===== config.mk =====
export PLATFORM = sky130hd
export DESIGN_NAME = mlp_weight_streamer
export DESIGN_NICKNAME = d
export VERILOG_FILES = /design/src/rtl/mlp_pkg.sv /design/src/rtl/mlp_wstream_fifo2.sv /design/src/rtl/mlp_weight_streamer.sv
export SDC_FILE = /design/constraint.sdc
export NUM_CORES = 1
export LEC_CHECK = 0
export BUFFER_PORTS_ARGS = -buffer_cell sky130_fd_sc_hd__buf_2
export CAP_MARGIN = 0
export CORE_UTILIZATION = 30
export CTS_BUF_LIST = sky130_fd_sc_hd__clkbuf_4
export DETAILED_ROUTE_END_ITERATION = 16
export PLACE_DENSITY = 0.54
export SKIP_CTS_REPAIR_TIMING = 1
export SYNTH_ARGS = -nofsm -noshare
export SYNTH_HDL_FRONTEND = slang
export SYNTH_SLANG_ARGS = --single-unit
export TNS_END_PERCENT = 5

===== constraint.sdc =====
create_clock -name clk -period 1.77 [get_ports clk]
set_input_delay 0.0885 -clock clk [delete_from_list [all_inputs] [get_ports clk]]
set_output_delay 0.0885 -clock clk [all_outputs]
set_load 0.005 [all_outputs]

===== src/rtl/mlp_pkg.sv =====
// mlp_pkg: shared widths and streamer state encoding for the MLP weight path
package mlp_pkg;
  localparam int ADDR_WIDTH_DEF = 6;
  localparam int DATA_WIDTH_DEF = 16;
  typedef enum logic [1:0] {IDLE = 2'd0, RUN = 2'd1, DRAIN = 2'd2} state_t;
endpackage


===== src/rtl/mlp_wstream_fifo2.sv =====
// mlp_wstream_fifo2: 2-entry registered FIFO carrying {last, data}, head drives the stream
//   clk, rst (async active-low), flush: drop all entries next cycle
//   push/data/last: write side; pop: read side (ignored when empty)
//   full, empty, head_valid, head_data, head_last: status and head entry
module mlp_wstream_fifo2 import mlp_pkg::*; #(
  parameter int W = DATA_WIDTH_DEF
) (
  input  logic         clk,
  input  logic         rst,
  input  logic         flush,
  input  logic         push,
  input  logic         pop,
  input  logic [W-1:0] data,
  input  logic         last,
  output logic         full,
  output logic         empty,
  output logic         head_valid,
  output logic [W-1:0] head_data,
  output logic         head_last
);
  logic [W:0] e0, e1;
  logic [1:0] cnt;
  logic do_pop, do_push, to_head;
  always_comb begin
    do_pop = pop && (cnt != 2'd0);
    do_push = push && ((cnt != 2'd2) || do_pop);
    // new word lands at the head when the FIFO is, or is about to become, empty
    to_head = (cnt == 2'd0) || (do_pop && (cnt == 2'd1));
  end
  assign full = cnt == 2'd2;
  assign empty = cnt == 2'd0;
  assign head_valid = !empty;
  assign head_data = e0[W-1:0];
  assign head_last = e0[W] && head_valid;
  always_ff @(posedge clk or negedge rst)
    if (!rst) begin
      cnt <= 2'd0;
      e0 <= '0;
      e1 <= '0;
    end else if (flush) begin
      cnt <= 2'd0;
      e0 <= '0;
      e1 <= '0;
    end else begin
      cnt <= cnt + 2'(do_push) - 2'(do_pop);
      if (do_pop) e0 <= e1;
      if (do_push && to_head) e0 <= {last, data};
      if (do_push && !to_head) e1 <= {last, data};
    end
endmodule


===== src/rtl/mlp_weight_streamer.sv =====
// mlp_weight_streamer: streams a burst of weight words from memory into a ready/valid port
//   clk, rst (async active-low); start/base_addr/count: burst request, sampled in IDLE
//   busy, done: status; mem_addr/mem_rd_data: combinational weight memory read
//   out_valid/out_ready/out_data/out_last: output stream
//   MLP_WSTREAM_ABORT_EN adds input abort: cancels the running burst
module mlp_weight_streamer import mlp_pkg::*; #(
  parameter int ADDR_WIDTH = ADDR_WIDTH_DEF,
  parameter int DATA_WIDTH = DATA_WIDTH_DEF
) (
  input  logic                  clk,
  input  logic                  rst,
`ifdef MLP_WSTREAM_ABORT_EN
  input  logic                  abort,
`endif
  input  logic                  start,
  input  logic [ADDR_WIDTH-1:0] base_addr,
  input  logic [ADDR_WIDTH:0]   count,
  output logic                  busy,
  output logic                  done,
  output logic [ADDR_WIDTH-1:0] mem_addr,
  input  logic [DATA_WIDTH-1:0] mem_rd_data,
  output logic                  out_valid,
  input  logic                  out_ready,
  output logic [DATA_WIDTH-1:0] out_data,
  output logic                  out_last
);
  localparam logic [ADDR_WIDTH:0] ONE = 1;
  state_t state;
  logic [ADDR_WIDTH-1:0] rd_ptr;
  logic [ADDR_WIDTH:0] remaining;
  logic full, empty, pop, fetch, kill;
`ifdef MLP_WSTREAM_ABORT_EN
  assign kill = abort && (state != IDLE);
`else
  assign kill = 1'b0;
`endif
  assign pop = !empty && out_ready;
  // a full buffer may still fetch when its head leaves this cycle
  assign fetch = (state == RUN) && (!full || pop) && !kill;
  assign busy = state != IDLE;
  assign mem_addr = (state == RUN) ? rd_ptr : '0;
  mlp_wstream_fifo2 #(.W(DATA_WIDTH)) u_fifo (
    .clk(clk),
    .rst(rst),
    .flush(kill),
    .push(fetch),
    .pop(pop),
    .data(mem_rd_data),
    .last(remaining == ONE),
    .full(full),
    .empty(empty),
    .head_valid(out_valid),
    .head_data(out_data),
    .head_last(out_last)
  );
  always_ff @(posedge clk or negedge rst)
    if (!rst) begin
      state <= IDLE;
      rd_ptr <= '0;
      remaining <= '0;
      done <= 1'b0;
    end else begin
      done <= 1'b0;
      if (kill) begin
        state <= IDLE;
        remaining <= '0;
        done <= 1'b1;
      end else if ((state == IDLE) && start) begin
        state <= (count != '0) ? RUN : IDLE;
        rd_ptr <= base_addr;
        remaining <= count;
        done <= count == '0;
      end else if (fetch) begin
        rd_ptr <= rd_ptr + ADDR_WIDTH'(1);
        remaining <= remaining - ONE;
        if (remaining == ONE) state <= DRAIN;
      end else if ((state == DRAIN) && pop && out_last) begin
        state <= IDLE;
        done <= 1'b1;
      end
    end
endmodule


==> results of run 1 <==
worst max-delay path: cells and delay by family (launching register included):
| family | cells | cell delay (ps) |
|---|---|---|
| buffers and inverters | 2 | 280 |
| DFF | 1 | 500 |
| and+or+nand+nor | 2 | 440 |
layer usage:
layer | vias to the layer above | track usage | wire, microns
li1 | 1027 | - | -
met1 | 981 | 0.176 | 2860
met2 | 39 | 0.209 | 2750
met3 | 8 | 0.0237 | 189
met4 | 0 | 0.0505 | 119
met5 | - | 0 | 0
cells in the mapped netlist (2+ instances only):
cell,instances
sky130_fd_sc_hd__a211o_1,2
sky130_fd_sc_hd__a211oi_1,2
sky130_fd_sc_hd__a21oi_1,8
sky130_fd_sc_hd__a221o_1,5
sky130_fd_sc_hd__a31oi_1,3
sky130_fd_sc_hd__a32oi_1,2
sky130_fd_sc_hd__and2_1,5
sky130_fd_sc_hd__buf_2,5
sky130_fd_sc_hd__buf_4,17
sky130_fd_sc_hd__buf_6,2
sky130_fd_sc_hd__dfrtp_1,52
sky130_fd_sc_hd__ha_1,5
sky130_fd_sc_hd__inv_1,10
sky130_fd_sc_hd__mux2_2,7
sky130_fd_sc_hd__mux2_4,10
sky130_fd_sc_hd__mux2i_1,17
sky130_fd_sc_hd__nand2_1,28
sky130_fd_sc_hd__nand3_1,3
sky130_fd_sc_hd__nor2_1,9
sky130_fd_sc_hd__nor3_1,6
sky130_fd_sc_hd__nor3b_1,2
sky130_fd_sc_hd__o211ai_1,3
sky130_fd_sc_hd__o21ai_0,18
sky130_fd_sc_hd__o21ai_1,3
sky130_fd_sc_hd__or2_2,3
sky130_fd_sc_hd__xnor2_1,2
metrics by stage:
stage / TNS, ps / std cells
final: 0 / 440
after CTS: 0 / 410
after global routing: -12.2 / 440
after detailed placement: 0 / 402
after floorplan: 0 / 249
after global placement: 0 / 402
power by group:
group	total, uW	switching [uW]	internal [uW]
Combinational	2520	1170	1350
Sequential	2210	423	1790
Clock	566	407	158
Total	5300	2000	3290
worst paths after layout:
kind	from	depth (start not counted)	end	slack [ps]
worst max-delay path	state[1]	4	mem_addr[4]	80
worst min-delay path	start	5	done	140
worst max register to register	u_fifo.cnt[0]	8	u_fifo.cnt[1]	110
worst min register to register	u_fifo.e1[13]	1	u_fifo.e1[13]	530
max in group asynchronous	rst	3	u_fifo.e0[0]	1290
min in group asynchronous	rst	3	remaining[1]	200
cells by family (layout without fill, tap and decap cells):
kind of cell,Yosys count,after routing
simple gates,71,71
flops,52,52
compound gates,49,49
buf+inv,36,119
mux,34,34
fa+ha+maj,5,5
xor+xnor,2,2
flip-flops by register name (all words and copies together), names as in the netlist:
| signal | flops |
|---|---|
| state | 2 |
| rd_ptr | 6 |
| remaining | 7 |
| u_fifo.e0 | 17 |
| u_fifo.cnt | 2 |
| done | 1 |
| u_fifo.e1 | 17 |
final cells by class:
cell class,instances,area share
Sequential cell,52,0.376
Clock buffer,5,0.0108
Timing Repair Buffer,100,0.207
Clock inverter,3,0.00613
Inverter,11,0.0133
Multi-Input combinational cell,161,0.348
Tap cell,108,0.0390
==> metrics.md, run 1 <==
| Metric | Value |
|---|---|
| Area of the mapped netlist | `approximately 2700 sq um` |
| Post-synthesis register bit count | `52` |
| Synth cell types | `46` |
| Async set-reset flop share out of synthesis | `1.00` |
| Clk_lat worst skew | `between 300 and 400 ps` |
| IR drop worst, VDD | `about 0.00044 V` |
| Clock edge transition at the registers on the reported setup and hold paths | `170 ps` |
| Combined area of the multi-input logic cells | `~1200 sq um` |
| Unrepaired setup endpoints after global routing | `yes` |
| RePlAce Congestion | `0.833` |
| First-pass GRT wire length | `9.86 mm` |
| Initial antenna violation count | `0` |
| Nets in the synthesized netlist | `approximately 290` |
| DR WL/cell | `13.5 microns` |
| Mean Syn Cell Area | `roughly 11 sq um` |
| CTS tree | `built` |
| Crit. End Element | `output port` |
| Post-Syn Instances | `249` |
| Total of endpoints with negative setup slack in the final report | `0` |
| Quantity of I/O buffers inserted on ports | `58` |
| Vias/cell | `approximately 4.7` |
| Buffer depth of the longest clock path | `2` |
| Slowest cell on crit path | `sky130_fd_sc_hd__dfrtp_1` |
| Number of max-slew violations in the final report | `0` |
| Total power density per cell area | `1530 nW/um^2` |
| Required time of the worst setup path | `1680 ps` |
| Dominant combinational cell family by area after synthesis | `simple AND/OR/NAND/NOR gates` |
| Predominant post-synthesis flop cell | `sky130_fd_sc_hd__dfrtp_1` |
| Area delta synth->final | `27.7%` |
| Crit start category | `flop` |
| Post-layout net count | `369` |
| Die Height | `roughly 97 microns` |
| PnR worst setup slack | `around 85 ps` |
| Post-synthesis xor/xnor area fraction | `0.00645` |
| Max Freq | `593 MHz` |
| Relative slew margins | `0.722` |
| Remaining antenna violation count after routing | `0` |
| Hold slack final | `roughly 140 ps` |
| Post-synthesis cell type with the largest combined area | `sky130_fd_sc_hd__dfrtp_1` |
| Clk Tree Root Cell | `sky130_fd_sc_hd__clkbuf_4` |
| Core Footprint | `8720 sq um` |
| Fraction of the mapped netlist area in compound gates | `0.114` |
| Largest net degree at the start of global routing | `53` |
| Share of synthesized area occupied by flip-flops and latches | `0.479` |
| Effective utilization at floorplan | `0.311` |
| Max-cap viol count | `0` |
| Number of diodes added for antenna fixing | `0` |
| Top cell type's share of synthesized area | `0.479` |
| I/O pin total | `59` |
| CP Data Arrival Time | `1600 ps` |
| Number of global-route vias before repair | `just over 2000` |
| Adder and majority gate portion of the synthesized area | `0.0230` |
| Number of DRC markers in iteration 0 | `58` |
| Seq. cell area | `roughly 1300 sq um` |
| Cell area reported after detailed placement | `3100 sq um` |
| Fraction of the cycle the final worst path needs | `0.952` |
| Largest fanout of any net on the critical path | `8` |
| Overflow left after global routing | `0` |
| Worst-path cell chain | `and2b_2 -> buf_4 -> and2_1 -> buf_2` |
| Final instance area | `3470 sq um` |
| DRC Markers | `0` |
| Worst Max-Slew Pin Slew | `414 ps` |
| Final number of hold-violating endpoints | `0` |
| Synth Area in Simple Gates | `0.147` |
| Synth Warn # | `0` |
| Global-route total usage across every layer | `0.131` |
| Die width | `a little under 100 microns` |
| Overall power | `between 5000 and 6000 uW` |
| Fraction of final layout cells with drive strength greater than 1 | `0.340` |
| Number of enable flip-flop cells after synthesis | `0` |
| Dominant cells by area after synthesis | `sky130_fd_sc_hd__dfrtp_1 (48%), sky130_fd_sc_hd__mux2i_1 (6.3%), sky130_fd_sc_hd__mux2_4 (5.5%)` |
| Vias after detailed routing | `between 2000 and 2500` |
| Result of the run | `complete, no violations` |
| Leakage power | `about 0.0016 uW` |
| Filler instances | `approximately 850` |
| Core Rows | `34` |
| Most common library cell in the layout ignoring fill and taps | `sky130_fd_sc_hd__buf_2` |
| Area of the die | `9440 sq um` |
| Clock Skew | `20.2 ps` |
| Fraction of synthesized area in multiplexers | `0.147` |
| CP Class | `flop to output port` |
| Drt first pass iters | `4` |
| Number of buffers added by the clock tree synthesis step | `5` |
| Final core utilization | `0.398` |
| Largest incremental delay on the critical path | `500 ps` |
| CTS HTree Levels | `2` |
| DP Wirelength | `4.02 mm` |
| Pre-CTS worst setup slack | `118 ps` |
| Top library cells by usage in the layout, fill and taps aside | `sky130_fd_sc_hd__buf_2 (58), sky130_fd_sc_hd__dfrtp_1 (51), sky130_fd_sc_hd__dlygate4sd3_1 (30)` |
| Wirelength, routed | `5.92 mm` |
| Fin crit period | `1690 ps` |
| Number of clock sinks | `52` |
| Path class of the lowest-slack min-delay path | `input port to flop` |
(Power assumes the default switching activity.)
==> run 2, diff against run 1 <==
--- a/config.mk
+++ b/config.mk
@@ -7,6 +7,7 @@
 export LEC_CHECK = 0
 export BUFFER_PORTS_ARGS = -buffer_cell sky130_fd_sc_hd__buf_2
 export CAP_MARGIN = 0
+export CORE_ASPECT_RATIO = 1.2
 export CORE_UTILIZATION = 30
 export CTS_BUF_LIST = sky130_fd_sc_hd__clkbuf_4
 export DETAILED_ROUTE_END_ITERATION = 16
==> metrics.md, run 2 (synthesis gave the netlist of run 1 again) <==
| Metric | Value |
|---|---|
| RePlAce Congestion | `0.796 (was 0.833)` |
| Number of DRC markers in iteration 0 | `55 (was 58)` |
| Core Footprint | `8660 sq um (was 8720 sq um)` |
| Die Height | `106 microns (was 97.1 microns)` |
| Final core utilization | `0.404 (was 0.398)` |
| Total Neg Setup Slack | `0 ps (unchanged)` |
| CTS tree | `built (unchanged)` |
| Capturing point of the worst reg2reg path | `u_fifo.cnt[1] (unchanged)` |
| Path class of the lowest-slack min-delay path | `input port to asynchronous set/reset pin (was input port to flop)` |
| Number of clock sinks | `52 (unchanged)` |
| Effective utilization at floorplan | `0.314 (was 0.311)` |
| Clock edge transition at the registers on the reported setup and hold paths | `160 ps (was 170 ps)` |
| Number of buffers added by the clock tree synthesis step | `5 (unchanged)` |
| Clk Tree Root Cell | `sky130_fd_sc_hd__clkbuf_4 (unchanged)` |
| Number of diodes added for antenna fixing | `0 (unchanged)` |
| CP delay by family, top | `adder cells (was flip-flops)` |
| Max-cap viol count | `0 (unchanged)` |
| CP Data Arrival Time | `1970 ps (was 1600 ps)` |
| IR drop worst, VDD | `0.000562 V (was 0.000437 V)` |
| Core Rows | `37 (was 34)` |
| Registers with the most flip-flops | `u_fifo.e0: 17 flops, u_fifo.e1: 17 flops, remaining: 7 flops (unchanged)` |
| Most common library cell in the layout ignoring fill and taps | `sky130_fd_sc_hd__buf_2 (unchanged)` |
| Total power density per cell area | `1530 nW/um^2 (about the same)` |
| Die width | `88.8 microns (was 97.1 microns)` |
| Quantity of I/O buffers inserted on ports | `58 (unchanged)` |
| CP Class | `flop to flop (was flop to output port)` |
| CTS HTree Levels | `2 (unchanged)` |
| Drt first pass iters | `4 (unchanged)` |
| Global-route total usage across every layer | `0.132 (was 0.131)` |
| Number of max-slew violations in the final report | `0 (unchanged)` |
| Max Freq | `593 MHz (about the same)` |
| Sum of buffers and inverters on the critical path | `2 (unchanged)` |
| Wirelength, routed | `6.00 mm (was 5.92 mm)` |
| Result of the run | `complete, no violations (unchanged)` |
| Leakage power | `0.00163 uW (about the same)` |
| Largest net degree at the start of global routing | `35 (was 53)` |
| Vias/cell | `4.62 (was 4.67)` |
| Logic depth of the worst register-to-register path | `8 (unchanged)` |
| Unrepaired setup endpoints after global routing | `yes (unchanged)` |
| Final number of hold-violating endpoints | `0 (unchanged)` |
| PnR worst setup slack | `83.1 ps (was 84.6 ps)` |
| Required time of the worst setup path | `2050 ps (was 1680 ps)` |
| Largest fanout of any net on the critical path | `5 (was 8)` |
| Overflow left after global routing | `0 (unchanged)` |
| Clk_lat worst skew | `380 ps (about the same)` |
| Clock Skew | `19.4 ps (was 20.2 ps)` |
| Crit. End Element | `flop (was output port)` |
| Critical R2R Launch | `u_fifo.cnt[0] (unchanged)` |
| Initial antenna violation count | `0 (unchanged)` |
| Area of the die | `9440 sq um (about the same)` |
| Final instance area | `3500 sq um (was 3470 sq um)` |
| DP Wirelength | `4.15 mm (was 4.02 mm)` |
| Slowest cell on crit path | `sky130_fd_sc_hd__dfrtp_1 (unchanged)` |
| Worst Max-Slew Pin Slew | `384 ps (was 414 ps)` |
| Top library cells by usage in the layout, fill and taps aside | `sky130_fd_sc_hd__buf_2 (58), sky130_fd_sc_hd__dfrtp_1 (51), sky130_fd_sc_hd__dlygate4sd3_1 (30) (unchanged)` |
| Cell area reported after detailed placement | `3110 sq um (was 3100 sq um)` |
| Fraction of the cycle the final worst path needs | `0.953 (was 0.952)` |
| DRC Markers | `0 (unchanged)` |
| I/O pin total | `59 (unchanged)` |
| Pre-CTS worst setup slack | `105 ps (was 118 ps)` |
| Fraction of final layout cells with drive strength greater than 1 | `0.337 (was 0.340)` |
| Total of endpoints with negative setup slack in the final report | `0 (unchanged)` |
| Worst-path cell chain | `or2_4 -> nand2_8 -> inv_1 -> ha_1 -> inv_1 -> ha_1 -> xnor2_2 -> xnor2_1 (was and2b_2 -> buf_4 -> and2_1 -> buf_2)` |
| Crit start category | `flop (unchanged)` |
| Number of global-route vias before repair | `1943 (was 2023)` |
| First-pass GRT wire length | `9.64 mm (was 9.86 mm)` |
| Overall power | `5350 uW (was 5300 uW)` |
| Filler instances | `855 (was 847)` |
| Post-layout net count | `369 (unchanged)` |
| Remaining antenna violation count after routing | `0 (unchanged)` |
| Area delta synth->final | `28.8% (was 27.7%)` |
| Relative slew margins | `0.742 (was 0.722)` |
| Fin crit period | `1690 ps (about the same)` |
| Buffer depth of the longest clock path | `2 (unchanged)` |
| DR WL/cell | `13.4 microns (was 13.5 microns)` |
| Register-to-register path setup slack | `80 ps (was 110 ps)` |
| Vias after detailed routing | `2076 (was 2055)` |
| Largest incremental delay on the critical path | `450 ps (was 500 ps)` |
==> run 2: cell counts in the layout (fill, tap and decap cells not counted) <==
No cell type changed its count.
==> run 2: worst max path at each step <==
stage / from / endpoint / cells past startpoint
floorplan: u_fifo.cnt[1] / u_fifo.cnt[1] / 8
global placement: u_fifo.cnt[0] / u_fifo.cnt[1] / 8
detailed placement: u_fifo.cnt[0] / u_fifo.cnt[1] / 8
CTS: state[1] / mem_addr[5] / 4
global route: u_fifo.cnt[0] / u_fifo.cnt[1] / 8
finish: u_fifo.cnt[0] / u_fifo.cnt[1] / 8
==> run 2: area by class of cell <==
class	count	area (sq um)	share of cell area
Timing Repair Buffer	100	718	0.205
Inverter	11	46.3	0.0132
Multi-Input combinational cell	161	1220	0.348
Clock inverter	3	27.5	0.00787
Clock buffer	5	37.5	0.0107
Tap cell	117	146	0.0419
Sequential cell	52	1300	0.372
==> run 2: worst register-to-register path, stage by stage, from the launching register on <==
cell and delay (ps):
sky130_fd_sc_hd__dfrtp_1 450, sky130_fd_sc_hd__or2_4 280, sky130_fd_sc_hd__nand2_8 60, sky130_fd_sc_hd__inv_1 50, sky130_fd_sc_hd__ha_1 260, sky130_fd_sc_hd__inv_1 40
sky130_fd_sc_hd__ha_1 200, sky130_fd_sc_hd__xnor2_2 140, sky130_fd_sc_hd__xnor2_1 120
==> run 2: stage by stage <==
stage / cells / hold slack [ps]
floorplan: 249 / -207
global placement: 411 / -7.94
detailed placement: 411 / -4.08
CTS: 419 / -443
global route: 449 / 137
finish: 449 / 107
==> run 2: per-layer routing <==
layer | GRT usage | wire (microns) | vias to the layer above
met3 | 0.0295 | 278 | 7
met2 | 0.218 | 2770 | 53
li1 | - | - | 1018
met1 | 0.173 | 2880 | 998
met4 | 0.0311 | 65 | 0
met5 | 0 | 0 | -
==> run 2: where the power goes <==
part           switching (uW)  leakage (uW)  internal [uW]
Combinational            1190      0.000972           1360
Clock                     416     0.0000333            168
Sequential                417      0.000628           1790
Total                    2030       0.00163           3320
